`config.mk`:
```
export PLATFORM = sky130hd
export DESIGN_NAME = hc4511_scan_ctrl
export DESIGN_NICKNAME = d
export VERILOG_FILES = /design/src/rtl/hc4511_pkg.sv /design/src/rtl/hc4511_lzb.sv /design/src/rtl/hc4511_scan_ctrl.sv
export SDC_FILE = /design/constraint.sdc
export NUM_CORES = 1
export LEC_CHECK = 0
export BUFFER_PORTS_ARGS = -buffer_cell sky130_fd_sc_hd__buf_2
export CAP_MARGIN = 20
export CELL_PAD_IN_SITES_DETAIL_PLACEMENT = 1
export CELL_PAD_IN_SITES_GLOBAL_PLACEMENT = 1
export CORE_ASPECT_RATIO = 0.8
export CORE_MARGIN = 4
export CORE_UTILIZATION = 46
export DETAILED_ROUTE_END_ITERATION = 6
export PLACE_DENSITY_LB_ADDON = 0.1
export REMOVE_ABC_BUFFERS = 1
export SLEW_MARGIN = 15
export SYNTH_ARGS = -nofsm -noshare
export SYNTH_HDL_FRONTEND = slang
export SYNTH_HIERARCHICAL = 1
export SYNTH_SLANG_ARGS = --single-unit
```
`constraint.sdc`:
```
create_clock -name CLK -period 3.1 [get_ports CLK]
set_input_delay 0.155 -clock CLK [delete_from_list [all_inputs] [get_ports CLK]]
set_output_delay 0.155 -clock CLK [all_outputs]
set_load 0.02 [all_outputs]
```
`src/rtl/hc4511_pkg.sv`:
```
// Shared types and constants for the hc4511 scan controller.
// State encoding, BCD digit width and a constant-foldable clog2.
package hc4511_pkg;

  localparam int BCD_W = 4;

  typedef enum logic [1:0] {
    IDLE  = 2'd0,
    BLANK = 2'd1,
    LATCH = 2'd2,
    SHOW  = 2'd3
  } state_e;

  function automatic int clog2(input int value);
    int r;
    int v;
    r = 0;
    v = value - 1;
    while (v > 0) begin
      r = r + 1;
      v = v >> 1;
    end
    return r;
  endfunction

endpackage

```
`src/rtl/hc4511_lzb.sv`:
```
// Leading-zero blanking mask: combinational, zero latency, no flow control.
// blank[i] is set when LZB is enabled and digits i..N_DIG-1 are all zero; digit 0 never blanks.
module hc4511_lzb
  import hc4511_pkg::*;
#(
  parameter int N_DIG = 4
) (
  input  logic [N_DIG*BCD_W-1:0] active_dat,
  input  logic                   lzb_en,
  output logic [N_DIG-1:0]       blank
);

  logic all_zero;

  always_comb begin
    blank    = '0;
    all_zero = 1'b1;
    // Walk down from the most significant digit, accumulating "all zero so far".
    for (int i = N_DIG - 1; i >= 1; i--) begin
      all_zero = all_zero & (active_dat[i*BCD_W +: BCD_W] == '0);
      blank[i] = lzb_en & all_zero;
    end
  end

endmodule

```
`src/rtl/hc4511_scan_ctrl.sv`:
```
// Multiplexed N-digit scan driver for an hc4511 decoder with double-buffered BCD word.
// Outputs registered (1 cycle after state decision); no backpressure, EN low parks the scan dark.
module hc4511_scan_ctrl
  import hc4511_pkg::*;
#(
  parameter int N_DIG     = 4,
  parameter int BLANK_CYC = 16,
  parameter int HOLD_CYC  = 1000
) (
  input  logic                   CLK,
  input  logic                   RST_N,
  input  logic                   EN,
  input  logic                   LOAD,
  input  logic [BCD_W*N_DIG-1:0] BCD_IN,
  input  logic                   LZB_EN,
  input  logic                   LAMP_TEST,
  output logic [BCD_W-1:0]       A,
  output logic                   LE,
  output logic                   BI_N,
  output logic                   LT_N,
  output logic [N_DIG-1:0]       DIG_N,
  output logic                   FRAME_DONE
);

  localparam int W       = BCD_W * N_DIG;
  localparam int CNT_MAX = (BLANK_CYC > HOLD_CYC) ? BLANK_CYC : HOLD_CYC;
  localparam int CNT_W   = clog2(CNT_MAX + 1);
  localparam int IDX_W   = (clog2(N_DIG) < 1) ? 1 : clog2(N_DIG);

  localparam logic [CNT_W-1:0] BLANK_LAST = CNT_W'(BLANK_CYC - 1);
  localparam logic [CNT_W-1:0] HOLD_LAST  = CNT_W'(HOLD_CYC - 1);
  localparam logic [IDX_W-1:0] IDX_LAST   = IDX_W'(N_DIG - 1);

  state_e             state_q, state_d;
  logic [CNT_W-1:0]   cnt_q, cnt_d;
  logic [IDX_W-1:0]   idx_q, idx_d;
  logic [W-1:0]       shadow_q, shadow_d;
  logic [W-1:0]       active_q, active_d;
  logic [BCD_W-1:0]   a_q, a_d;
  logic               le_q, le_d;
  logic               bi_n_q, bi_n_d;
  logic               lt_n_q, lt_n_d;
  logic [N_DIG-1:0]   dig_n_q, dig_n_d;
  logic               frame_done_q, frame_done_d;
  logic               wrap;
  logic [N_DIG-1:0]   blank;

  hc4511_lzb #(.N_DIG(N_DIG)) u_lzb (
    .active_dat (active_q),
    .lzb_en     (LZB_EN),
    .blank      (blank)
  );

  always_comb begin
    state_d  = state_q;
    cnt_d    = cnt_q;
    idx_d    = idx_q;
    wrap     = 1'b0;
    shadow_d = LOAD ? BCD_IN : shadow_q;
    active_d = active_q;

    if (!EN) begin
      state_d = IDLE;
      cnt_d   = '0;
      idx_d   = '0;
    end else begin
      case (state_q)
        IDLE: begin
          state_d = BLANK;
          cnt_d   = '0;
          idx_d   = '0;
        end
        BLANK: begin
          if (cnt_q == BLANK_LAST) begin
            state_d = LATCH;
            cnt_d   = '0;
          end else begin
            cnt_d = cnt_q + 1'b1;
          end
        end
        LATCH: begin
          state_d = SHOW;
          cnt_d   = '0;
        end
        SHOW: begin
          if (cnt_q == HOLD_LAST) begin
            state_d = BLANK;
            cnt_d   = '0;
            if (idx_q == IDX_LAST) begin
              // Frame boundary: a LOAD landing here goes straight to active via shadow_d.
              idx_d    = '0;
              wrap     = 1'b1;
              active_d = shadow_d;
            end else begin
              idx_d = idx_q + 1'b1;
            end
          end else begin
            cnt_d = cnt_q + 1'b1;
          end
        end
        default: state_d = IDLE;
      endcase
    end
  end

  // Output registers are decoded from the next state so they line up with state_q.
  always_comb begin
    a_d          = '0;
    le_d         = 1'b1;
    bi_n_d       = 1'b0;
    lt_n_d       = ~LAMP_TEST;
    dig_n_d      = '1;
    frame_done_d = wrap;
    case (state_d)
      BLANK: begin
        le_d = 1'b0;
        a_d  = active_d[BCD_W*idx_d +: BCD_W];
      end
      LATCH: a_d = active_d[BCD_W*idx_d +: BCD_W];
      SHOW: begin
        a_d            = active_d[BCD_W*idx_d +: BCD_W];
        dig_n_d[idx_d] = 1'b0;
        bi_n_d         = LAMP_TEST | ~blank[idx_d];
      end
      default: ;
    endcase
  end

  always_ff @(posedge CLK or negedge RST_N) begin
    if (!RST_N) begin
      state_q      <= IDLE;
      cnt_q        <= '0;
      idx_q        <= '0;
      shadow_q     <= '0;
      active_q     <= '0;
      a_q          <= '0;
      le_q         <= 1'b1;
      bi_n_q       <= 1'b0;
      lt_n_q       <= 1'b1;
      dig_n_q      <= '1;
      frame_done_q <= 1'b0;
    end else begin
      state_q      <= state_d;
      cnt_q        <= cnt_d;
      idx_q        <= idx_d;
      shadow_q     <= shadow_d;
      active_q     <= active_d;
      a_q          <= a_d;
      le_q         <= le_d;
      bi_n_q       <= bi_n_d;
      lt_n_q       <= lt_n_d;
      dig_n_q      <= dig_n_d;
      frame_done_q <= frame_done_d;
    end
  end

  assign A          = a_q;
  assign LE         = le_q;
  assign BI_N       = bi_n_q;
  assign LT_N       = lt_n_q;
  assign DIG_N      = dig_n_q;
  assign FRAME_DONE = frame_done_q;

endmodule

```
Word-level counts from Yosys, hierarchy flattened

Cells that the tools add are included.

Word-level logic and storage cells: 70
Bits of input ports: 22
Flip-flop bits (word level): 58

Order comparisons: 2
Multiplexer cells: 29
Equality and inequality tests: 9
Bitwise gates (word level): 9
Reduce and logical (&&, ||, !) cells: 7
Add/subtract/negate cells: 2
Shift-type cells: 1

Operators by type and width:

| cell                                                                                | count |
|---|---|
| 16-bit 2-to-1 mux                                                                   | 5 |
| 10-bit 2-to-1 mux                                                                   | 3 |
| 10-bit one-hot mux with 3 select lines                                              | 1 |
| 16-bit by 5-bit indexed part select with 4-bit output                               | 1 |
| 4-bit zero test                                                                     | 3 |
| 2-bit 2-to-1 mux                                                                    | 6 |
| 10-bit by 1-bit adder with 10-bit output, second input constant                     | 1 |
| 10-bit == test, second input constant                                               | 1 |
| 10-bit by 4-bit == test with 1-bit output, second input constant                    | 1 |
| 2-bit == test, second input constant                                                | 5 |
| 1-bit 2-to-1 mux                                                                    | 8 |
| 4-bit 2-to-1 mux                                                                    | 2 |
| 2-bit one-hot mux with 4 select lines                                               | 1 |
| 1-bit AND                                                                           | 5 |
| 2-bit by 1-bit == test with 1-bit output, second input constant                     | 2 |
| 4-bit NOT                                                                           | 1 |
| 2-bit one-hot mux with 2 select lines                                               | 1 |
| 2-bit by 3-bit < comparator with 1-bit output, second input constant                | 1 |
| 3-bit OR reduction                                                                  | 1 |
| 2-bit by 1-bit adder with 2-bit output, second input constant                       | 1 |
| 1-bit binary-select mux with 2-bit select                                           | 1 |
| 1-bit demux with 2-bit select                                                       | 1 |
| 2-bit by 1-bit greater-or-equal comparator with 1-bit output, second input constant | 1 |
| 2-bit zero test                                                                     | 1 |
| other kinds (4)                                                                     | 5 |

Depth between registers and ports, before layout

Depth after elaboration: 11
Depth in mapped cells: 10
Depth with buffers taken out: 8

Cells and area by module

Netlist, hierarchy kept.

By module, submodules not included:

| module           | area each (sq um) | instances | cells each |
|---|---|---|---|
| hc4511_scan_ctrl | 2,613.8           | 1         | 219 |
| hc4511_lzb       | 57.6              | 1         | 8 |

Worst setup path before layout

Ideal clock, no wire load.

Path kind: flip-flop to flip-flop
From: register state_q[0]
To: register bi_n_q (netlist: BI_N)
Cell stages (with the launch flop): 9
Setup time: 128 ps
Path buffers: 1
Arrival: 2,243 ps
Path slack: 729 ps
Cells stage by stage: dfrtp_1 inv_1 ha_1 and4b_1 or4bb_1 a21oi_2 buf_4 mux2i_1 a21boi_0

Word-level cells in the longest chain between the ends: 8

RTL lines:

| element                                          | RTL line                | source |
|---|---|---|
| start, declared                                  | hc4511_scan_ctrl.sv:34  | `state_e state_q, state_d;` |
| start signal, assigned                           | hc4511_scan_ctrl.sv:143 | `state_q <= state_d;` |
| 2-bit == test or 2-bit zero test (tied branches) | hc4511_scan_ctrl.sv:67  | `case (state_q)` |
| 2-bit one-hot mux with 2 select lines *          | hc4511_scan_ctrl.sv:67  |  |
| 2-bit 2-to-1 mux *                               | hc4511_scan_ctrl.sv:62  | `if (!EN) begin` |
| named net idx_d[0]                               | hc4511_scan_ctrl.sv:36  | `logic [IDX_W-1:0] idx_q, idx_d;` |
| 1-bit binary-select mux with 2-bit select *      | hc4511_scan_ctrl.sv:123 | `bi_n_d = LAMP_TEST \| ~blank[idx_d];` |
| 1-bit 2-to-1 mux (implied by the code) *         | hc4511_scan_ctrl.sv:123 |  |
| 1-bit NOT *                                      | hc4511_scan_ctrl.sv:123 |  |
| 1-bit OR *                                       | hc4511_scan_ctrl.sv:123 |  |
| 1-bit 2-to-1 mux *                               | hc4511_scan_ctrl.sv:114 | `case (state_d)` |
| named net bi_n_d                                 | hc4511_scan_ctrl.sv:41  | `logic bi_n_q, bi_n_d;` |
| end signal, assigned                             | hc4511_scan_ctrl.sv:150 | `bi_n_q <= bi_n_d;` |
| end, declared                                    | hc4511_scan_ctrl.sv:41  |  |

The timed path passes the listed nets; every way through them passes the cells marked *. The select of a mux whose other input is x is not followed.

Worst setup path in the final report

From: register state_q[0]
To: register bi_n_q (netlist: BI_N)

Word-level cells in the longest chain between the ends: 8

RTL lines:

| element                                          | RTL line |
|---|---|
| 2-bit == test or 2-bit zero test (tied branches) | hc4511_scan_ctrl.sv:67 |
| 2-bit one-hot mux with 2 select lines            | hc4511_scan_ctrl.sv:67 |
| 2-bit 2-to-1 mux                                 | hc4511_scan_ctrl.sv:62 |
| 1-bit binary-select mux with 2-bit select        | hc4511_scan_ctrl.sv:123 |
| 1-bit 2-to-1 mux (implied by the code)           | hc4511_scan_ctrl.sv:123 |
| 1-bit NOT                                        | hc4511_scan_ctrl.sv:123 |
| 1-bit OR                                         | hc4511_scan_ctrl.sv:123 |
| 1-bit 2-to-1 mux *                               | hc4511_scan_ctrl.sv:114 |
| named net bi_n_d                                 | hc4511_scan_ctrl.sv:41 |

Marked as above.

==> impl_metrics.yaml <==
run_status:
  status: "finished clean"
route:
  dr.pass1.iters: 4
  drt_wl_total_um: 5410
  vias_per_cell: 5.15
  via_count: 1803
  drt_first_iter_violations: 71
  antenna_left: 0
  drcViolationCount: 0
  routedWlPerCell_um: 15.5
pwr:
  clock_power_share_pct: 45.8
  seq_power_share_pct: 48.5
  peakVddDrop_uv: 267
  p_comb_share_pct: 5.6
  swShare_pct: 21.4
  p_per_area_nw_per_um2: 523
  total_power_mw: 1.63
  p_switching_uw: 349
  internal-power_mw: 1.28
  p_leak_nw: 1.48
clock_tree:
  clk_path_buf_depth: 2
  cts_max_level: 3
  cts-root-buf: "clkbuf_8"
  path_clk_slew_ps: 70
  cts_buffers: 9
  cts.sinks: 58
  cts_setup_buffers: 0
  clock_latency_ps: 330
  cts_tree: "done"
worst_setup_path:
  cp_num_buf_inv: 2
  startpoint_type: "flip-flop"
  worstPathArrival_ps: 2890
  crit_chain: "inv_1, ha_1, and4b_1, or4bb_1, a21oi_2, buf_4, mux2i_1, a21boi_0"
  cp_data_required_time_ps: 3310
  crit_slowest_cell: "or4bb_1"
  worstPathMaxFanout: 8
  max_stage_delay_ps: 490
  worstSetupEndpointType: "flip-flop"
  criticalPathCategory: "reg -> reg"
  path_delay_family: "simple AND/OR/NAND/NOR gates"
floorplan:
  ios: 34
  rows: 24
  die_h_um: 76.2
  coreArea_um2: 5530
  die_x_um: 93.2
  start_util_pct: 48.3
  die_area_um2: 7100
grt:
  antenna_found_initial: 0
  groute.usage.overall_pct: 17.2
  grt_overflow: 0
  grt_pass1_vias: 1905
  grt_max_degree: 50
  grt_pass1_wl_um: 9580
yosys:
  synthCells: 227
  synth_area_um2: 2670
  synth.largest_area_cell: "dfrtp_1"
  ys_seq_area_share_pct: 54.6
  synthTopCellsByCount: "52 x dfrtp_1, 32 x nand2_1, 15 x mux2_2, 13 x mux2i_1, 13 x nor2_1"
  postSynth.asyncResetShare_pct: 100
  synth_flop_cell: "dfrtp_1"
  synth.avg_cell_area_um2: 11.8
  synth_most_common_cell: "dfrtp_1"
  ys_ff_latch: 58
  yosys_warnings: 6
  synthDistinctLibCells: 51
  synth_edf_count: 0
  synth_top_area_share_pct: 48.7
  synthTopCellsByArea: "dfrtp_1 49%, mux2_2 6.3%, dfstp_2 5.9%, mux2i_1 4.9%, nand2_1 4.5%"
sta:
  period_share_pct: 86.4
  tns_ps: 0
  finClkSkew_ps: 6.23
  max_slew.worst_pin.slew_ps: 778
  relSlewSlack_pct: 47.9
  layout_min_cycle_time_ps: 2680
  final.setup.worst_slack_ps: 422
  fmax_mhz: 373
  setup_violations: 0
  slew_violations: 0
  hold_viol_final: 0
  rsz0062_at_grt: "no"
worst_hold_path:
  hp-class: "in -> reg"
final_layout:
  finalNetCount: 296
  syn2layout_area_growth_pct: 16.7
  postLayoutCellArea_um2: 3120
  instances_no_fill: 350
  n_antenna_cell: 0
  drive_above_1_share_pct: 29.8
placed_design:
  placed_cells_incl_taps: 332
  io_buffer_count: 33
  place_congestion: 0.764
  pre_cts_ws_ps: 399
  dp.final_hpwl_um: 3890
  placed_area_um2: 2880
job:
  timing.max_cap.violations: 0
[layer usage]
metal	track usage [%]	wire length, µm
met5	0	0
met4	4.83	62
met3	5.33	255
met2	24.4	2300
met1	25.4	2790
[worst paths after layout]
path	start	endpoint	slack (ps)	depth (start not counted)
worst min-delay path	BCD_IN[14]	shadow_q[14]	70	3
worst max register to register	state_q[0]	BI_N	420	8
worst max-delay path	state_q[0]	BI_N	420	8
min in group asynchronous	RST_N	state_q[0]	370	2
max in group asynchronous	RST_N	active_q[5]	2130	3
worst min register to register	active_q[1]	active_q[1]	480	2
[cell families after synthesis]
logic type / count (synthesis) / synth area share [%]
buffers and inverters: 19 / 4.36
AO/OA/AOI/OAI: 25 / 6.75
multiplexers: 29 / 11.8
adder cells (fa/ha/maj): 7 / 3.28
AND/OR/NAND/NOR: 81 / 16.8
other: 1 / 0.140
XOR/XNOR: 7 / 2.30
flip-flops: 58 / 54.6
[what timing repair did]
action / CTS / global route
hold buffers: 1 / 1
hold endpoints to repair: 1 / 42
gates resized for setup: 0 / 0
[flip-flops by register name, indices dropped and copies added (netlist names)]
register,count
DIG_N,4
active_q,16
state_q,2
FRAME_DONE,1
LT_N,1
LE,1
cnt_q,10
idx_q,2
shadow_q,16
BI_N,1
A,4
[worst reg2reg max path: cells and delay by family (launching register included)]
kind | cells | cell delay, ps
flip-flops | 1 | 420
multiplexers | 1 | 190
buffers and inverters | 2 | 330
adder cells (fa/ha/maj) | 1 | 340
AND/OR/NAND/NOR | 2 | 750
AO/OA/AOI/OAI | 2 | 510
[area by class of cell]
type	count	area, µm²
tap	78	97.6
fill	620	2410
multi-input combinational	150	1100
clock inverter	1	30.0
inverter	11	46.3
clock buffer	15	186
timing repair buffer	37	203
sequential	58	1460
[power by group through the flow]
| stage | Sequential, mW | Clock, mW | Combinational, mW |
|---|---|---|---|
| after floorplan | 0.805 | 0 | 0.0428 |
| after global placement | 0.803 | 0 | 0.0889 |
| after detailed placement | 0.805 | 0 | 0.0917 |
| after CTS | 0.791 | 0.769 | 0.0932 |
| after global routing | 0.793 | 0.808 | 0.105 |
| final | 0.791 | 0.747 | 0.0921 |
[cell usage in the layout, fill, tap and decap left out, types with 6 or more instances in the layout]
master     n
o21ai_0    6
dfrtp_1   52
nand3_1    6
mux2_2    15
dfstp_2    6
inv_1     10
mux2i_1   13
nand2_1   32
clkbuf_8  13
ha_1       7
buf_2     32
nor2_1    13
[per-stage QoR]
step                      util (%)  hold slack [ps]
after floorplan                  -             -141
after global placement        52.1              297
after detailed placement      52.1              316
after CTS                     56.2             61.1
after global routing          56.4             60.9
final                         56.4             73.0
Power figures use the tool's default switching activity.
